$ cat src/rtl/mux_sel_sequencer_pkg.sv
// Shared types and constants for the mux select sequencer slice.
// Latency: n/a (declarations only).
// Backpressure: n/a.
package mux_seq_pkg;

    localparam int SEL_W  = 2;
    localparam int DATA_W = 4;

    typedef enum logic {
        IDLE = 1'b0,
        SCAN = 1'b1
    } state_t;

    // Scan end points for each scan direction.
    localparam logic [SEL_W-1:0] START_SEL_LSB = 2'd0;
    localparam logic [SEL_W-1:0] END_SEL_LSB   = 2'd3;
    localparam logic [SEL_W-1:0] START_SEL_MSB = 2'd3;
    localparam logic [SEL_W-1:0] END_SEL_MSB   = 2'd0;

    function automatic logic [SEL_W-1:0] start_sel(input bit msb_first);
        return msb_first ? START_SEL_MSB : START_SEL_LSB;
    endfunction

    function automatic logic [SEL_W-1:0] end_sel(input bit msb_first);
        return msb_first ? END_SEL_MSB : END_SEL_LSB;
    endfunction

endpackage

$ cat src/rtl/mux_sel_sequencer_if.sv
// Word handshake plus mux-side scan outputs of the select sequencer.
// Latency: n/a (wiring only).
// Backpressure: o_ready gates word acceptance; i_hold freezes scan progress.
// slave modport = sequencer side, master modport = upstream/downstream driver side.
interface mux_sel_sequencer_if;
    import mux_seq_pkg::*;

    logic [DATA_W-1:0] i_data;
    logic              i_valid;
    logic              o_ready;
    logic              i_hold;
    logic [DATA_W-1:0] o_data;
    logic [SEL_W-1:0]  o_sel;
    logic              o_sel_valid;
    logic              o_last;
    logic              o_done;

    modport slave (
        input  i_data, i_valid, i_hold,
        output o_ready, o_data, o_sel, o_sel_valid, o_last, o_done
    );

    modport master (
        output i_data, i_valid, i_hold,
        input  o_ready, o_data, o_sel, o_sel_valid, o_last, o_done
    );

endinterface

$ cat src/rtl/mux_sel_sequencer_sel_hold_counter.sv
// Counts hold cycles of one select position and pulses tc on the last one.
// Latency: tc is combinational in the cycle the count sits at CLKS_PER_SEL-1.
// Backpressure: enable low freezes the count; clear returns it to zero.
// Ports: clk, rst (sync, active-high), enable, clear, tc (terminal-count pulse).
module sel_hold_counter #(
    parameter int CLKS_PER_SEL = 1   // 1..255; 0 has no meaning
) (
    input  logic clk,
    input  logic rst,
    input  logic enable,
    input  logic clear,
    output logic tc
);

    // Wide enough to hold CLKS_PER_SEL itself, never narrower than 1 bit.
    localparam int CNT_W = ($clog2(CLKS_PER_SEL + 1) < 1) ? 1 : $clog2(CLKS_PER_SEL + 1);
    localparam logic [CNT_W-1:0] TC_VAL = CNT_W'(CLKS_PER_SEL - 1);

    logic [CNT_W-1:0] cnt;

    assign tc = enable && (cnt == TC_VAL);

    always_ff @(posedge clk) begin
        if (rst || clear) begin
            cnt <= '0;
        end else if (enable) begin
            if (tc) begin
                cnt <= '0;
            end else begin
                cnt <= cnt + 1'b1;
            end
        end
    end

endmodule

$ cat src/rtl/mux_sel_sequencer.sv
// Captures a 4-bit word and steps the 4:1 mux select through it, one position per CLKS_PER_SEL cycles.
// Latency: first select live the cycle after accept; o_done the cycle after the final select completes.
// Backpressure: o_ready low during a scan; i_hold high freezes counter and select.
// Ports: i_clk, i_rst (sync, active-high), bus (slave: word handshake in, o_data/o_sel/o_sel_valid/o_last/o_done out).
module mux_sel_sequencer
    import mux_seq_pkg::*;
#(
    parameter int CLKS_PER_SEL = 1,
    parameter bit MSB_FIRST    = 1'b0
) (
    input  logic                 i_clk,
    input  logic                 i_rst,
    mux_sel_sequencer_if.slave   bus
);

    localparam logic [SEL_W-1:0] START = start_sel(MSB_FIRST);
    localparam logic [SEL_W-1:0] LAST  = end_sel(MSB_FIRST);

    state_t state_q, state_d;
    logic   accept;
    logic   scan_en;
    logic   tc;
    logic   final_step;

    assign accept     = (state_q == IDLE) && bus.i_valid && !i_rst;
    assign scan_en    = (state_q == SCAN) && !bus.i_hold;
    assign final_step = tc && (bus.o_sel == LAST);

    sel_hold_counter #(
        .CLKS_PER_SEL (CLKS_PER_SEL)
    ) u_hold_cnt (
        .clk    (i_clk),
        .rst    (i_rst),
        .enable (scan_en),
        .clear  (accept),
        .tc     (tc)
    );

    always_comb begin
        state_d = state_q;
        case (state_q)
            IDLE:    if (accept)     state_d = SCAN;
            SCAN:    if (final_step) state_d = IDLE;
            default:                 state_d = IDLE;
        endcase
    end

    always_ff @(posedge i_clk) begin
        if (i_rst) begin
            state_q <= IDLE;
        end else begin
            state_q <= state_d;
        end
    end

    // Stepping past the final select wraps back to START in 2-bit arithmetic,
    // so the select rests at the start value while idle without a separate load.
    always_ff @(posedge i_clk) begin
        if (i_rst) begin
            bus.o_data <= '0;
            bus.o_sel  <= START;
            bus.o_done <= 1'b0;
        end else begin
            bus.o_done <= final_step;
            if (accept) begin
                bus.o_data <= bus.i_data;
                bus.o_sel  <= START;
            end else if (tc) begin
                bus.o_sel  <= MSB_FIRST ? SEL_W'(bus.o_sel - 2'd1) : SEL_W'(bus.o_sel + 2'd1);
            end
        end
    end

    // Ready is masked during reset so nothing looks acceptable while inputs are ignored.
    assign bus.o_ready     = (state_q == IDLE) && !i_rst;
    assign bus.o_sel_valid = (state_q == SCAN);
    assign bus.o_last      = (state_q == SCAN) && (bus.o_sel == LAST);

endmodule

$ cat src/flat_wrapper.sv
// flat-port wrapper written by rule: the top's interface ports become plain ports
module mux_sel_sequencer_flat import mux_seq_pkg::*;
#(
    parameter int CLKS_PER_SEL = 1,
    parameter bit MSB_FIRST    = 1'b0
)
  (i_clk, i_rst, bus_i_data, bus_i_valid, bus_i_hold, bus_o_ready, bus_o_data, bus_o_sel, bus_o_sel_valid, bus_o_last, bus_o_done);
  mux_sel_sequencer_if bus_i ();
  input  logic i_clk;
  input  logic i_rst;
  input wire logic [$bits(bus_i.i_data)-1:0] bus_i_data;
  input wire logic [$bits(bus_i.i_valid)-1:0] bus_i_valid;
  input wire logic [$bits(bus_i.i_hold)-1:0] bus_i_hold;
  output wire logic [$bits(bus_i.o_ready)-1:0] bus_o_ready;
  output wire logic [$bits(bus_i.o_data)-1:0] bus_o_data;
  output wire logic [$bits(bus_i.o_sel)-1:0] bus_o_sel;
  output wire logic [$bits(bus_i.o_sel_valid)-1:0] bus_o_sel_valid;
  output wire logic [$bits(bus_i.o_last)-1:0] bus_o_last;
  output wire logic [$bits(bus_i.o_done)-1:0] bus_o_done;
  assign bus_i.i_data = bus_i_data;
  assign bus_i.i_valid = bus_i_valid;
  assign bus_i.i_hold = bus_i_hold;
  assign bus_o_ready = bus_i.o_ready;
  assign bus_o_data = bus_i.o_data;
  assign bus_o_sel = bus_i.o_sel;
  assign bus_o_sel_valid = bus_i.o_sel_valid;
  assign bus_o_last = bus_i.o_last;
  assign bus_o_done = bus_i.o_done;
  mux_sel_sequencer #(.CLKS_PER_SEL(CLKS_PER_SEL), .MSB_FIRST(MSB_FIRST)) u_core (.i_clk(i_clk), .i_rst(i_rst), .bus(bus_i));
endmodule
$ cat config.mk
export PLATFORM = sky130hd
export DESIGN_NAME = mux_sel_sequencer_flat
export DESIGN_NICKNAME = d
export VERILOG_FILES = /design/src/rtl/mux_sel_sequencer_pkg.sv /design/src/rtl/mux_sel_sequencer_if.sv /design/src/rtl/mux_sel_sequencer_sel_hold_counter.sv /design/src/rtl/mux_sel_sequencer.sv /design/src/flat_wrapper.sv
export SDC_FILE = /design/constraint.sdc
export NUM_CORES = 1
export LEC_CHECK = 0
export CAP_MARGIN = 20
export CORE_AREA = 2 2 39 41
export CTS_CLUSTER_SIZE = 10
export DETAILED_ROUTE_END_ITERATION = 6
export DIE_AREA = 0 0 41 43
export GPL_TIMING_DRIVEN = 1
export PLACE_DENSITY = 0.54
export SYNTH_ARGS = -nofsm -noshare
export SYNTH_HDL_FRONTEND = slang
export SYNTH_SLANG_ARGS = --single-unit
export TNS_END_PERCENT = 1
$ cat constraint.sdc
create_clock -name i_clk -period 1.2 [get_ports i_clk]
set_input_delay 0.24 -clock i_clk [delete_from_list [all_inputs] [get_ports i_clk]]
set_output_delay 0.24 -clock i_clk [all_outputs]
set_load 0.01 [all_outputs]
==> results.toml <==
[cts]
cts_hold_buffers = 0
cts_buffers = 3
clk_pin_slew_worst_paths_ps = 60
cts_num_sinks = 9
clk_latency_ps = 260
clock_path_buffers = 2
cts_max_level = 1
cts_tree = "done"
cts_root_buffer = "clkbuf_4"

[floorplanning]
die_area_um2 = 1763
pin_count = 18
coreArea_um2 = 1384
num_rows = 14
die_y_um = 43
die_w_um = 41
start_util_pct = 26.58

[sta]
finalClockSkew_ps = 5.940
worst_slack_ps = -32.60
slew_viol_final = 0
setup_viol = 1
period_share_pct = 102.7
min_period_ps = 1233
finalHoldViolCount = 0
whs_ps = 494.1
grt_setup_unrepaired = "yes"
worstMarginPinSlew_ps = 214.3
slew_headroom_pct = 85.70
timing.fmax_mhz = 811.3

[synthesis]
ys_ff_latch = 9
synth_edf_count = 0
ys.flop_type = "dfxtp_1"
synth.distinct_cells = 16
synthesis.nets = 44
yosysSeqAreaShare_pct = 48.98
synth.most_common_cell = "dfxtp_1"
syn_area_um2 = 367.9
ys_top_cells_by_area = "dfxtp_1 (49%), mux2i_1 (14%), nor2_1 (7.1%), nor3_2 (5.4%), nor3b_4 (5.1%)"
synthCells = 35
async_reset_ff_share_pct = 0
synth_area_leader_cell = "dfxtp_1"
synth_warnings = 0
synth_top_cell_area_share_pct = 48.98
ys_top_cells_by_count = "dfxtp_1 (9), nor2_1 (7), mux2i_1 (5), nor3_2 (2)"
avgSynthCellArea_um2 = 10.51

[drt]
via_per_inst = 4.266
drt_wl_total_um = 785
drcViolationCount = 0
first_pass_iters = 1
drtIter0Drc = 0
vias = 337
wl_per_cell_um = 9.937
ant_nets = 0

[hold_path]
hold_path_class = "flop to flop"

[power_and_ir_drop]
ir_worst_vdd_mv = 0.4754
switching_share_pct = 23.85
leakage_nw = 0.3004
internal-power_w = 0.0005076
p_seq_share_pct = 48.0
powerDensity_nw_per_um2 = 1041
power_frac_clock_pct = 35.1
pwr-share-comb_pct = 16.9
p_switching_w = 0.0001590

[grt]
grt_util_all_layers_pct = 9.889
antenna_found_initial = 0
grt_first_pass_wirelength_um = 1179
overflow = 0
grt_pass1_vias = 308
grt_max_degree = 10

[placed_design]
dp_hpwl_um = 535.2
globalplace.congestion = 0.5724
post_dp_cell_area_um2 = 609.3
dp_cells = 74
portBuffers = 17

[cells_and_area]
synthToLayoutAreaGrowth_pct = 74.15
n_antenna_cell = 0
fin_cells = 79
stdcell_area_um2 = 640.6
drive_gt1_share_pct = 38.10
final_nets = 73

[setup_path]
worstPathRequired_ps = 960
endpoint_kind = "output pin"
worstSetupPathType = "flop to output pin"
startpoint_type = "flop"
worstPathArrival_ps = 990
crit_fanout = 2

[run]
cap_violations = 0

[outcome]
violations = "setup timing"
status = "finished with violations"
[critical path: stages, from the launching register on]
cell and delay [ps]:
dfxtp_2 330, ha_4 160, and2_4 140, buf_6 110
[sequential cells by signal (all words and copies together), names as in the netlist]
name / count
u_core.bus.o_sel_valid: 1
u_core.bus.o_done: 1
u_core.u_hold_cnt.cnt: 1
u_core.bus.o_sel: 2
u_core.bus.o_data: 4
[path summary, 6_finish.rpt]
| path | start | endpoint | slack (ps) | depth (start not counted) |
|---|---|---|---|---|
| min | u_core.bus.o_data[3] | u_core.bus.o_data[3] | 490 | 2 |
| max reg2reg | u_core.bus.o_sel_valid | u_core.bus.o_sel[1] | 80 | 4 |
| min reg2reg | u_core.bus.o_data[3] | u_core.bus.o_data[3] | 490 | 2 |
| max | u_core.bus.o_sel[1] | bus_o_last | -30 | 3 |
[metal layers]
metal / share of wire [%] / global-route usage, % / up-vias
met5: 0 / 0 / -
met4: 0 / 6.000 / 0
met3: 11 / 3.141 / 0
met2: 48 / 13.75 / 13
met1: 42 / 12.75 / 152
li1: - / - / 172
[power by group through the flow]
stage / Clock, W / Sequential [W] / Combinational [W]
after floorplan: 0 / 0.000332 / 0.0000425
after global placement: 0 / 0.000325 / 0.000124
after detailed placement: 0 / 0.000325 / 0.000124
after CTS: 0.000244 / 0.000318 / 0.000114
after global routing: 0.000263 / 0.000322 / 0.000123
final: 0.000234 / 0.000320 / 0.000113
[cell type report]
| cell class | count | area (µm²) |
|---|---|---|
| inverters | 1 | 3.754 |
| fillers | 146 | 743.2 |
| multi-input cells | 23 | 190.2 |
| clock buffers | 4 | 26.28 |
| repair buffers | 26 | 216.5 |
| flip-flops and latches | 9 | 183.9 |
| well taps | 16 | 20.02 |
[placed cells by master, fill, tap and decap left out]
cell type and n:
buf_4 9, nor2_1 7, clkdlybuf4s50_1 7, dlygate4sd2_1 6
dfxtp_1 6, mux2i_1 5, clkbuf_4 3, dfxtp_2 3
nor3_2 2, clkbuf_2 2, and2_4 1, nor2b_1 1
inv_1 1, o21ai_0 1, nor3_1 1, a211oi_1 1
nor3b_4 1, and3b_1 1, xnor2_1 1, ha_4 1
clkbuf_1 1, buf_6 1, buf_2 1
[metrics by stage]
stage / util, % / TNS (ps) / worst slack, ps / power [W]
after floorplan: - / 0 / 106.0 / 0.0003747
after global placement: 44.03 / -1513 / -311.2 / 0.0004486
after detailed placement: 44.03 / -1453 / -326.7 / 0.0004487
after CTS: 44.67 / -93.72 / -93.72 / 0.0006763
after global routing: 46.29 / -80.90 / -72.21 / 0.0007085
final: 46.29 / -32.60 / -32.60 / 0.0006666
[timing repair]
item                                    4_1_cts  5_1_grt
pin swaps                                     0        1
endpoints found under the setup margin       10        5
setup buffers                                 0        1
resized for setup                            18        9
[kinds of logic after synthesis]
family	Yosys count	synth area share (%)
and+or+nand+nor	14	24.83
DFF	9	48.98
muxes	5	13.61
buffers and inverters	3	3.398
AOI/OAI and AO/OA	2	3.401
xor gates and xnor gates	1	2.381
adders and majority gates	1	3.401
(Power assumes the default switching activity.)
